`src/rtl/core_lsu_bridge.sv`:
```
// Load/store bridge between the core datapath and a single-port AHB-style master:
// posted write buffer, read overtaking with same-word hazard check, lane steering.
module core_lsu_bridge #(
  parameter int ADDR_W     = 32,
  parameter int WBUF_DEPTH = 4,
  parameter int WBUF_EN    = 1
) (
  input  logic              i_clk,
  input  logic              i_rst_n,
  input  logic              i_cpu_en,
  input  logic              i_req_vld,
  output logic              o_req_rdy,
  input  logic              i_req_wr,
  input  logic [ADDR_W-1:0] i_req_addr,
  input  logic [1:0]        i_req_size,
  input  logic              i_req_signed,
  input  logic [31:0]       i_req_wdata,
  output logic              o_rsp_vld,
  output logic              o_rsp_err,
  output logic [31:0]       o_rsp_rdata,
  output logic              o_wbuf_empty,
  output logic              o_ahb_en,
  output logic              o_ahb_wr_en,
  output logic [ADDR_W-1:0] o_ahb_addr,
  output logic [31:0]       o_ahb_wr_data,
  output logic [1:0]        o_ahb_data_size,
  input  logic [31:0]       i_ahb_rd_data,
  input  logic              i_ahb_rd_vld,
  input  logic              i_ahb_busy
);

  localparam int PTR_W = $clog2(WBUF_DEPTH);
  localparam int CNT_W = PTR_W + 1;

  typedef enum logic [1:0] {S_IDLE, S_WR, S_RD, S_RD_WAIT} state_t;

  state_t              r_state;
  state_t              w_next_state;

  logic [ADDR_W-1:0]   r_wb_addr [WBUF_DEPTH];
  logic [1:0]          r_wb_size [WBUF_DEPTH];
  logic [31:0]         r_wb_data [WBUF_DEPTH];
  logic [PTR_W-1:0]    r_wr_ptr;
  logic [PTR_W-1:0]    r_rd_ptr;
  logic [CNT_W-1:0]    r_count;

  logic                r_rd_pend;
  logic [ADDR_W-1:0]   r_rd_addr;
  logic [1:0]          r_rd_size;
  logic                r_rd_signed;

  logic                r_rsp_vld;
  logic                r_rsp_err;
  logic [31:0]         r_rsp_rdata;

  logic                w_full;
  logic                w_wr_busy;
  logic                w_req_rdy;
  logic                w_acc;
  logic                w_err;
  logic                w_push;
  logic                w_acc_ld;
  logic                w_pop;
  logic                w_rd_done;
  logic                w_haz_pend;
  logic                w_haz_req;
  logic [31:0]         w_wdata_rep;
  logic [31:0]         w_shifted;
  logic [31:0]         w_rd_ext;

  assign w_full    = (r_count == CNT_W'(WBUF_DEPTH));
  assign w_wr_busy = (r_count != '0) || (r_state == S_WR);
  assign w_err     = (i_req_size == 2'b11) ||
                     ((i_req_size == 2'b01) && i_req_addr[0]) ||
                     ((i_req_size == 2'b10) && (i_req_addr[1:0] != 2'b00));

  // Unbuffered mode admits nothing while a write is still outstanding, so the
  // delayed store response can never collide with another response.
  always_comb begin
    w_req_rdy = 1'b0;
    if (i_rst_n && i_cpu_en && !r_rd_pend) begin
      if (WBUF_EN == 0) w_req_rdy = !w_wr_busy && (r_state == S_IDLE);
      else              w_req_rdy = !i_req_wr || !w_full;
    end
  end

  assign w_acc     = i_req_vld && w_req_rdy;
  assign w_push    = w_acc && i_req_wr && !w_err;
  assign w_acc_ld  = w_acc && !i_req_wr && !w_err;
  assign w_pop     = (r_state == S_WR) && !i_ahb_busy;
  assign w_rd_done = (r_state == S_RD_WAIT) && i_ahb_rd_vld;

  always_comb begin
    case (i_req_size)
      2'b00:   w_wdata_rep = {4{i_req_wdata[7:0]}};
      2'b01:   w_wdata_rep = {2{i_req_wdata[15:0]}};
      default: w_wdata_rep = i_req_wdata;
    endcase
  end

  // Word-granular hazard against every live buffer entry, for both the held read and an incoming one.
  always_comb begin
    w_haz_pend = 1'b0;
    w_haz_req  = 1'b0;
    for (int j = 0; j < WBUF_DEPTH; j++) begin
      if ({1'b0, PTR_W'(PTR_W'(j) - r_rd_ptr)} < r_count) begin
        if (r_wb_addr[j][ADDR_W-1:2] == r_rd_addr[ADDR_W-1:2])  w_haz_pend = 1'b1;
        if (r_wb_addr[j][ADDR_W-1:2] == i_req_addr[ADDR_W-1:2]) w_haz_req  = 1'b1;
      end
    end
  end

  always_comb begin
    w_next_state = r_state;
    case (r_state)
      S_IDLE: begin
        if (r_rd_pend && !w_haz_pend)     w_next_state = S_RD;
        else if (w_acc_ld && !w_haz_req)  w_next_state = S_RD;
        else if (r_count != '0)           w_next_state = S_WR;
      end
      S_WR:      if (!i_ahb_busy)   w_next_state = S_IDLE;
      S_RD:      if (!i_ahb_busy)   w_next_state = S_RD_WAIT;
      S_RD_WAIT: if (i_ahb_rd_vld)  w_next_state = S_IDLE;
      default:                      w_next_state = S_IDLE;
    endcase
  end

  always_comb begin
    o_ahb_en        = 1'b0;
    o_ahb_wr_en     = 1'b0;
    o_ahb_addr      = '0;
    o_ahb_wr_data   = '0;
    o_ahb_data_size = 2'b00;
    case (r_state)
      S_WR: begin
        o_ahb_en        = 1'b1;
        o_ahb_wr_en     = 1'b1;
        o_ahb_addr      = r_wb_addr[r_rd_ptr];
        o_ahb_wr_data   = r_wb_data[r_rd_ptr];
        o_ahb_data_size = r_wb_size[r_rd_ptr];
      end
      S_RD: begin
        o_ahb_en        = 1'b1;
        o_ahb_addr      = r_rd_addr;
        o_ahb_data_size = r_rd_size;
      end
      default: ;
    endcase
  end

  // Aligned accesses guarantee addr[0]=0 for halves and addr[1:0]=0 for words,
  // so a single byte-offset shift serves every size.
  always_comb begin
    w_shifted = i_ahb_rd_data >> {r_rd_addr[1:0], 3'b000};
    case (r_rd_size)
      2'b00:   w_rd_ext = {{24{r_rd_signed & w_shifted[7]}}, w_shifted[7:0]};
      2'b01:   w_rd_ext = {{16{r_rd_signed & w_shifted[15]}}, w_shifted[15:0]};
      default: w_rd_ext = w_shifted;
    endcase
  end

  always_ff @(posedge i_clk or negedge i_rst_n) begin
    if (!i_rst_n) begin
      r_state  <= S_IDLE;
      r_wr_ptr <= '0;
      r_rd_ptr <= '0;
      r_count  <= '0;
    end else begin
      r_state <= w_next_state;
      if (w_push) r_wr_ptr <= r_wr_ptr + 1'b1;
      if (w_pop)  r_rd_ptr <= r_rd_ptr + 1'b1;
      r_count <= r_count + CNT_W'(w_push) - CNT_W'(w_pop);
    end
  end

  always_ff @(posedge i_clk) begin
    if (w_push) begin
      r_wb_addr[r_wr_ptr] <= i_req_addr;
      r_wb_size[r_wr_ptr] <= i_req_size;
      r_wb_data[r_wr_ptr] <= w_wdata_rep;
    end
  end

  always_ff @(posedge i_clk or negedge i_rst_n) begin
    if (!i_rst_n) begin
      r_rd_pend   <= 1'b0;
      r_rd_addr   <= '0;
      r_rd_size   <= 2'b00;
      r_rd_signed <= 1'b0;
    end else if (w_acc_ld) begin
      r_rd_pend   <= 1'b1;
      r_rd_addr   <= i_req_addr;
      r_rd_size   <= i_req_size;
      r_rd_signed <= i_req_signed;
    end else if (w_rd_done) begin
      r_rd_pend   <= 1'b0;
    end
  end

  always_ff @(posedge i_clk or negedge i_rst_n) begin
    if (!i_rst_n) begin
      r_rsp_vld   <= 1'b0;
      r_rsp_err   <= 1'b0;
      r_rsp_rdata <= '0;
    end else begin
      r_rsp_vld   <= 1'b0;
      r_rsp_err   <= 1'b0;
      r_rsp_rdata <= '0;
      if (w_acc && w_err) begin
        r_rsp_vld <= 1'b1;
        r_rsp_err <= 1'b1;
      end else if (w_push && (WBUF_EN != 0)) begin
        r_rsp_vld <= 1'b1;
      end
      if (w_pop && (WBUF_EN == 0)) r_rsp_vld <= 1'b1;
      if (w_rd_done) begin
        r_rsp_vld   <= 1'b1;
        r_rsp_rdata <= w_rd_ext;
      end
    end
  end

  assign o_req_rdy    = w_req_rdy;
  assign o_rsp_vld    = r_rsp_vld;
  assign o_rsp_err    = r_rsp_err;
  assign o_rsp_rdata  = r_rsp_rdata;
  assign o_wbuf_empty = (r_count == '0) && (r_state != S_WR);

endmodule

```
`config.mk`:
```
export PLATFORM = sky130hd
export DESIGN_NAME = core_lsu_bridge
export DESIGN_NICKNAME = d
export VERILOG_FILES = /design/src/rtl/core_lsu_bridge.sv
export SDC_FILE = /design/constraint.sdc
export NUM_CORES = 1
export LEC_CHECK = 0
export BUFFER_PORTS_ARGS = -buffer_cell sky130_fd_sc_hd__clkbuf_2
export CAP_MARGIN = 20
export CELL_PAD_IN_SITES_DETAIL_PLACEMENT = 2
export CELL_PAD_IN_SITES_GLOBAL_PLACEMENT = 2
export CORE_AREA = 5 5 230 187
export CTS_BUF_LIST = sky130_fd_sc_hd__clkbuf_2
export DETAILED_ROUTE_END_ITERATION = 8
export DIE_AREA = 0 0 235 192
export GPL_ROUTABILITY_DRIVEN = 0
export PLACE_DENSITY_LB_ADDON = 0.15
export SETUP_SLACK_MARGIN = 0.2
export SLEW_MARGIN = 15
export SYNTH_ARGS = -nofsm -noshare
export SYNTH_HDL_FRONTEND = slang
export SYNTH_SLANG_ARGS = --single-unit
export TNS_END_PERCENT = 5
```
`constraint.sdc`:
```
create_clock -name i_clk -period 4.8 [get_ports i_clk]
set_clock_uncertainty 0.05 [all_clocks]
set_input_delay 1.2 -clock i_clk [delete_from_list [all_inputs] [get_ports i_clk]]
set_output_delay 1.2 -clock i_clk [all_outputs]
set_load 0.02 [all_outputs]
```
# Word level (Yosys, flattened, before mapping)
# Memories as Yosys holds them, arrays and structs flattened.
# Cells that the tools add are included.
dict set report op_classes {
  add_sub_neg 8
  n_mul 0
  div 0
  order_cmp 4
  eq_ne 21
  shift 1
  mux 39
  bitwise 2
  reduce_logical 34
}
# cell count
set op_table {}
lappend op_table {{== test 30 bit} 8}
lappend op_table {{case mux 32 bit (2 select lines)} 3}
lappend op_table {{2-to-1 mux 32 bit} 2}
lappend op_table {{>> shifter 32 x 5 -> 32 bit} 1}
lappend op_table {{2-to-1 mux 1 bit} 26}
lappend op_table {{logical AND 1 bit} 15}
lappend op_table {{< comparator 2 x 3 -> 1 bit} 4}
lappend op_table {{2-to-1 mux 2 bit} 6}
lappend op_table {{== test 2 bit (second input constant)} 4}
lappend op_table {{case mux 2 bit (4 select lines)} 1}
lappend op_table {{zero test 1 bit} 7}
lappend op_table {{== test 2 x 1 -> 1 bit (second input constant)} 3}
lappend op_table {{zero test 2 bit} 3}
lappend op_table {{inequality test 2 bit (second input constant)} 3}
lappend op_table {{adder 2 x 1 -> 2 bit (second input constant)} 2}
lappend op_table {{inequality test 4 bit (second input constant)} 1}
lappend op_table {{case mux 2 bit (2 select lines)} 1}
lappend op_table {{AND reduction 4 bit} 1}
lappend op_table {{nonzero test 2 bit} 2}
lappend op_table {{subtractor 1 x 2 -> 2 bit (first input constant)} 2}
lappend op_table {{subtractor 2 bit (first input constant)} 2}
lappend op_table {{adder 3 x 1 -> 3 bit} 1}
lappend op_table {{== test 3 bit (second input constant)} 1}
lappend op_table {{zero test 3 bit} 1}
lappend op_table {{other kinds (6)} 9}
dict set report word_totals {
  regBits 79
  latch_bits 0
  mem_bits_rw 264
  romBits 0
  in_bits 106
  output_inout_bits 104
  mem_count 3
}
# memory words width rd rd_clocked_by_memory_dff wr line
set mem_list {}
lappend mem_list {r_wb_addr 4 32 5 0 1 40} ;# logic [ADDR_W-1:0] r_wb_addr [WBUF_DEPTH];
lappend mem_list {r_wb_data 4 32 1 0 1 42} ;# logic [31:0] r_wb_data [WBUF_DEPTH];
lappend mem_list {r_wb_size 4 2 1 0 1 41} ;# logic [1:0] r_wb_size [WBUF_DEPTH];

# Logic depth before layout (Yosys ltp)
dict set report depth {
  ltp_word 14
  mapped_depth 13
  depth_no_buf 12
}

# Worst setup path before layout
# No wires, ideal clock.
dict set report synth_path {
  path_kind {input-to-reg}
  start {input i_req_wr}
  end {memory r_wb_addr[0][0] (enable)}
  setup_ps 432
  arrival_time_ps 3711
  path_slack_ps 607
  stages 4
  n_path_buf 0
  cell_sequence {nor4bb_1 > or4b_4 > nor2_1 > and3_1}
}
dict set report synth_via {
  elab_chain_cells 8
}
# item line
set synth_rtl {}
lappend synth_rtl {{start: declaration} 13} ;# input logic i_req_wr,
lappend synth_rtl {{zero test 1 bit} 83} ;# else w_req_rdy = !i_req_wr || !w_full;
lappend synth_rtl {{logical OR 1 bit} 83}
lappend synth_rtl {{2-to-1 mux 1 bit} 81} ;# if (i_rst_n && i_cpu_en && !r_rd_pend) begin
lappend synth_rtl {{logical AND 1 bit} 87} ;# assign w_acc = i_req_vld && w_req_rdy;
lappend synth_rtl {{logical AND 1 bit * (2 in a row)} 88} ;# assign w_push = w_acc && i_req_wr && !w_err;
lappend synth_rtl {{2-to-1 mux 1 bit *} 177} ;# if (w_push) begin
lappend synth_rtl {{2-to-1 mux 1 bit (not written as such) *} 178} ;# r_wb_addr[r_wr_ptr] <= i_req_addr;
lappend synth_rtl {{end: declaration} 40}
# Every way passes the cells marked *; elsewhere a longest branch is shown, timed or not.

# Worst setup path in the final report
dict set report layout_path {
  start {register r_rd_ptr[1]}
  end {output o_ahb_addr[22]}
}
dict set report layout_via {
  elab_chain_cells 2
}
# item line
set layout_rtl {}
lappend layout_rtl {{start: declaration} 44} ;# logic [PTR_W-1:0] r_rd_ptr;
lappend layout_rtl {{start signal: assignment} 171} ;# if (w_pop) r_rd_ptr <= r_rd_ptr + 1'b1;
lappend layout_rtl {{memory (4 x 32 bit)} n/a}
lappend layout_rtl {{case mux 32 bit (2 select lines)} 134} ;# case (r_state)
lappend layout_rtl {{end: declaration} 24} ;# output logic [ADDR_W-1:0] o_ahb_addr,
# Every way passes these cells.

==> run_results.csv <==
group,metric,value,unit
outcome,outcome,"complete, no violations",
global_route,grt_max_degree,56,
power,power_frac_seq,39.5,%
routing,first_pass_iters,7,
routing,drtIter0Drc,981,
setup_path,critical_path_arrival,3.20,ns
timing,fin_crit_sh,92.8,%
yosys,synth-compound-area-share,4.22,%
yosys,synth_top_family_by_area,"multiplexers",
setup_path,r2r_cells,12,
yosys,synthArstFlopShare,23.0,%
yosys,yosys_register_bits,343,
setup_path,crit_type,"flip-flop to output port",
yosys,yosysTopAreaCell,"edfxtp_1",
yosys,synth_edf_count,264,
setup_path,r2r_end,"r_count[2]$_DFF_PN0_",
timing,rsz0062_at_grt,"true",
global_route,antenna_found_initial,4,
yosys,ys_seq_area_share,57.7,%
job,maxCapViolations,0,
global_route,grt.overflow.total,0,
clock_tree,clk_latency,1.07,ns
yosys,synth-main-ff-cell,"edfxtp_1",
cells_and_area,register_area,9910,um2
floorplan,die-area,45100,um2
cells_and_area,areaGrowthSynthToFinish,14.8,%
routing,wire_per_inst,28.2,um
clock_tree,clkSlewWorstSetupHoldPaths,0.15,ns
timing,whs,0.156,ns
power,power_leakage,0.00774,uW
yosys,yosysWarningCount,0,
routing,drt_wl_total,58300,um
setup_path,critical-path-max-stage-delay,0.83,ns
routing,via_per_inst,5.61,
timing,hold_viol_final,0,
clock_tree,clk_path_buf_depth,3,
floorplan,fp.dieW,235,um
timing,min_period,4.45,ns
placed_design,dpl.cell_count,1889,
routing,ant_nets,0,
floorplan,num_rows,66,
cells_and_area,fin_cells,2070,
floorplan,coreArea,40400,um2
setup_path,worstPathRequired,3.55,ns
yosys,synth_adder_area_share,1.21,%
yosys,synth_xor_area_share,12.6,%
timing,setup_tns,0,ns
yosys,syn_inst,1226,
global_route,grt_pass1_vias,12700,
setup_path,endpoint_kind,"output port",
floorplan,die_h,192,um
power,vdd_ir_drop_max,0.239,mV
clock_tree,htree_num_levels,3,
clock_tree,cts_root_buffer,"clkbuf_2",
global_route,grt_use_total,25.5,%
timing,fmax,0.225,GHz
timing,slew_headroom,23.3,%
routing,vias,11600,
yosys,syn_avg_cell_area,14.0,um2
cells_and_area,num-fill-cells,3900,
floorplan,ioPinCount,210,
yosys,synth_nets,1348,
placed_design,dp_slack,0.513,ns
setup_path,r2r-start,"r_count[2]$_DFF_PN0_",
cells_and_area,multi_input_area,6790,um2
timing,drv_slew,0,
placed_design,hpwl,41300,um
timing,tightest_slew,1.14,ns
power,p_int,5890,uW
yosys,synthSimpleGateAreaFrac,7.97,%
placed_design,detailed_place.area,18700,um2
clock_tree,cts_sinks,343,
cells_and_area,nets,1566,
clock_tree,hold_buffers,0,
floorplan,initial_utilization,42.5,%
yosys,synth_top_area_share,46.2,%
power,p_sw,4200,uW
global_route,grt_first_pass_wirelength,85400,um
clock_tree,cts_tree,"done",
timing,fin_ws,0.347,ns
setup_path,r2r_slack,1.35,ns
yosys,synth_area_leaders,"edfxtp_1 46%, xor2_1 12%, dfrtp_1 12%",
cells_and_area,final_area,19700,um2
power,p_sw_share,41.6,%
yosys,netlist_area,17200,um2
timing,setup_viol,0,
cells_and_area,drive_gt1_share,34.2,%
setup_path,slowest_stage,"dfrtp_4",
placed_design,port_buffers,209,
power,clkPwrFrac,21.5,%
yosys,synthMuxAreaShare,13.5,%
setup_path,crit_chain,"buf_12, mux4_2, a22oi_1, nor2b_1, clkbuf_2",
setup_path,path_max_fanout,40,
power,power_density,512,nW/um2
power,p_comb_share,39.0,%
min_path,hold_path.class,"input port to async pin",
yosys,synthTopCellsByCount,"264 x edfxtp_1, 237 x xor2_1, 97 x clkbuf_1",
routing,drcViolationCount,0,
yosys,yosysUniqueCellTypes,44,
clock_tree,numCtsBuffers,90,
setup_path,start_kind,"flip-flop",
yosys,synth.most_common_cell,"edfxtp_1",
==> stage by stage <==
step | total power (uW) | util [%]
floorplan | 6450 | -
global placement | 7770 | 46.4
detailed placement | 7880 | 46.4
CTS | 10200 | 48.7
global route | 10600 | 48.8
finish | 10100 | 48.8
==> worst max-delay path: cells and delay by family (launching register included) <==
kind,cells,cell delay [ns]
multiplexers,1,0.35
AO/OA/AOI/OAI,1,0.35
flip-flops,1,0.83
AND/OR/NAND/NOR,1,0.09
buffers and inverters,2,0.52
==> placed cells by master, fill, tap and decap left out, types with 13 or more instances in the layout <==
cell | netlist | routed
a211oi_1 | 14 | 14
a21oi_1 | 23 | 23
a22oi_1 | 34 | 34
and2_1 | 33 | 33
buf_4 | 0 | 25
clkbuf_2 | 0 | 346
clkinv_1 | 0 | 23
dfrtp_1 | 79 | 77
edfxtp_1 | 264 | 264
ha_1 | 15 | 13
inv_1 | 13 | 13
mux2_2 | 52 | 52
mux2i_1 | 24 | 24
mux4_2 | 66 | 66
nand2_1 | 41 | 41
nand4_1 | 14 | 14
nor2_1 | 25 | 25
nor2b_1 | 43 | 43
nor4_1 | 60 | 60
o21ai_0 | 19 | 19
xor2_1 | 237 | 237
==> power by group through the flow <==
| stage | registers (uW) | clock network, uW | logic [uW] |
|---|---|---|---|
| 6_report | 3980 | 2170 | 3940 |
| 5_1_grt | 4010 | 2400 | 4220 |
| 4_1_cts | 3970 | 2240 | 3960 |
| 3_5_place_dp | 4130 | 0 | 3750 |
| 3_3_place_gp | 4100 | 0 | 3660 |
| 2_1_floorplan | 3600 | 0 | 2840 |
==> worst max path at each step <==
stage | from | to | slack (ns) | cells past startpoint
floorplan | i_req_wr | r_wb_addr[0][0]$_DFFE_PP_ | 0.61 | 4
CTS | r_rd_ptr[1]$_DFFE_PN0P_ | o_ahb_addr[22] | 0.22 | 5
global placement | i_req_wr | r_count[2]$_DFF_PN0_ | 0.71 | 13
detailed placement | i_req_wr | r_count[2]$_DFF_PN0_ | 0.51 | 13
finish | r_rd_ptr[1]$_DFFE_PN0P_ | o_ahb_addr[22] | 0.35 | 5
global route | r_rd_ptr[1]$_DFFE_PN0P_ | o_ahb_addr[12] | 0.08 | 5
==> cell type report <==
class	instances	share of cell area, %
antenna	4	0.0508
clock buffer	138	3.51
clock inverter	32	0.877
inverter	13	0.248
multi-input combinational	755	34.5
sequential	343	50.3
tap	544	3.46
timing repair buffer	241	7.05
==> state kept, by name, summed over array words and instances, names as in the netlist <==
register	count
r_wb_addr	128
r_wb_data	128
o_rsp_rdata	32
r_rd_addr	32
r_wb_size	8
r_count	3
r_rd_ptr	2
r_rd_size	2
r_state	2
r_wr_ptr	2
o_rsp_err	1
o_rsp_vld	1
r_rd_pend	1
r_rd_signed	1
==> routing by layer <==
layer | wire length, um | GRT usage [%]
met3 | 4580 | 8.24
met1 | 26100 | 35.7
met5 | 13 | 0
met4 | 847 | 5.32
met2 | 26800 | 39.6
==> timing repair <==
item	4_1_cts	5_1_grt
cloned	0	0
resized for setup	0	1
endpoints found under the setup margin	40	24
buffers inserted	7	0
==> cells by family (layout without fill, tap and decap cells) <==
family                     Yosys count  count (layout)
and+or+nand+nor                    242             242
DFF                                343             343
adders and majority gates           16              16
AOI/OAI and AO/OA                  109             109
xor gates and xnor gates           246             246
buffers and inverters              128             424
other                                0               4
muxes                              142             142
No activity file was read; power rests on OpenSTA's default activity.
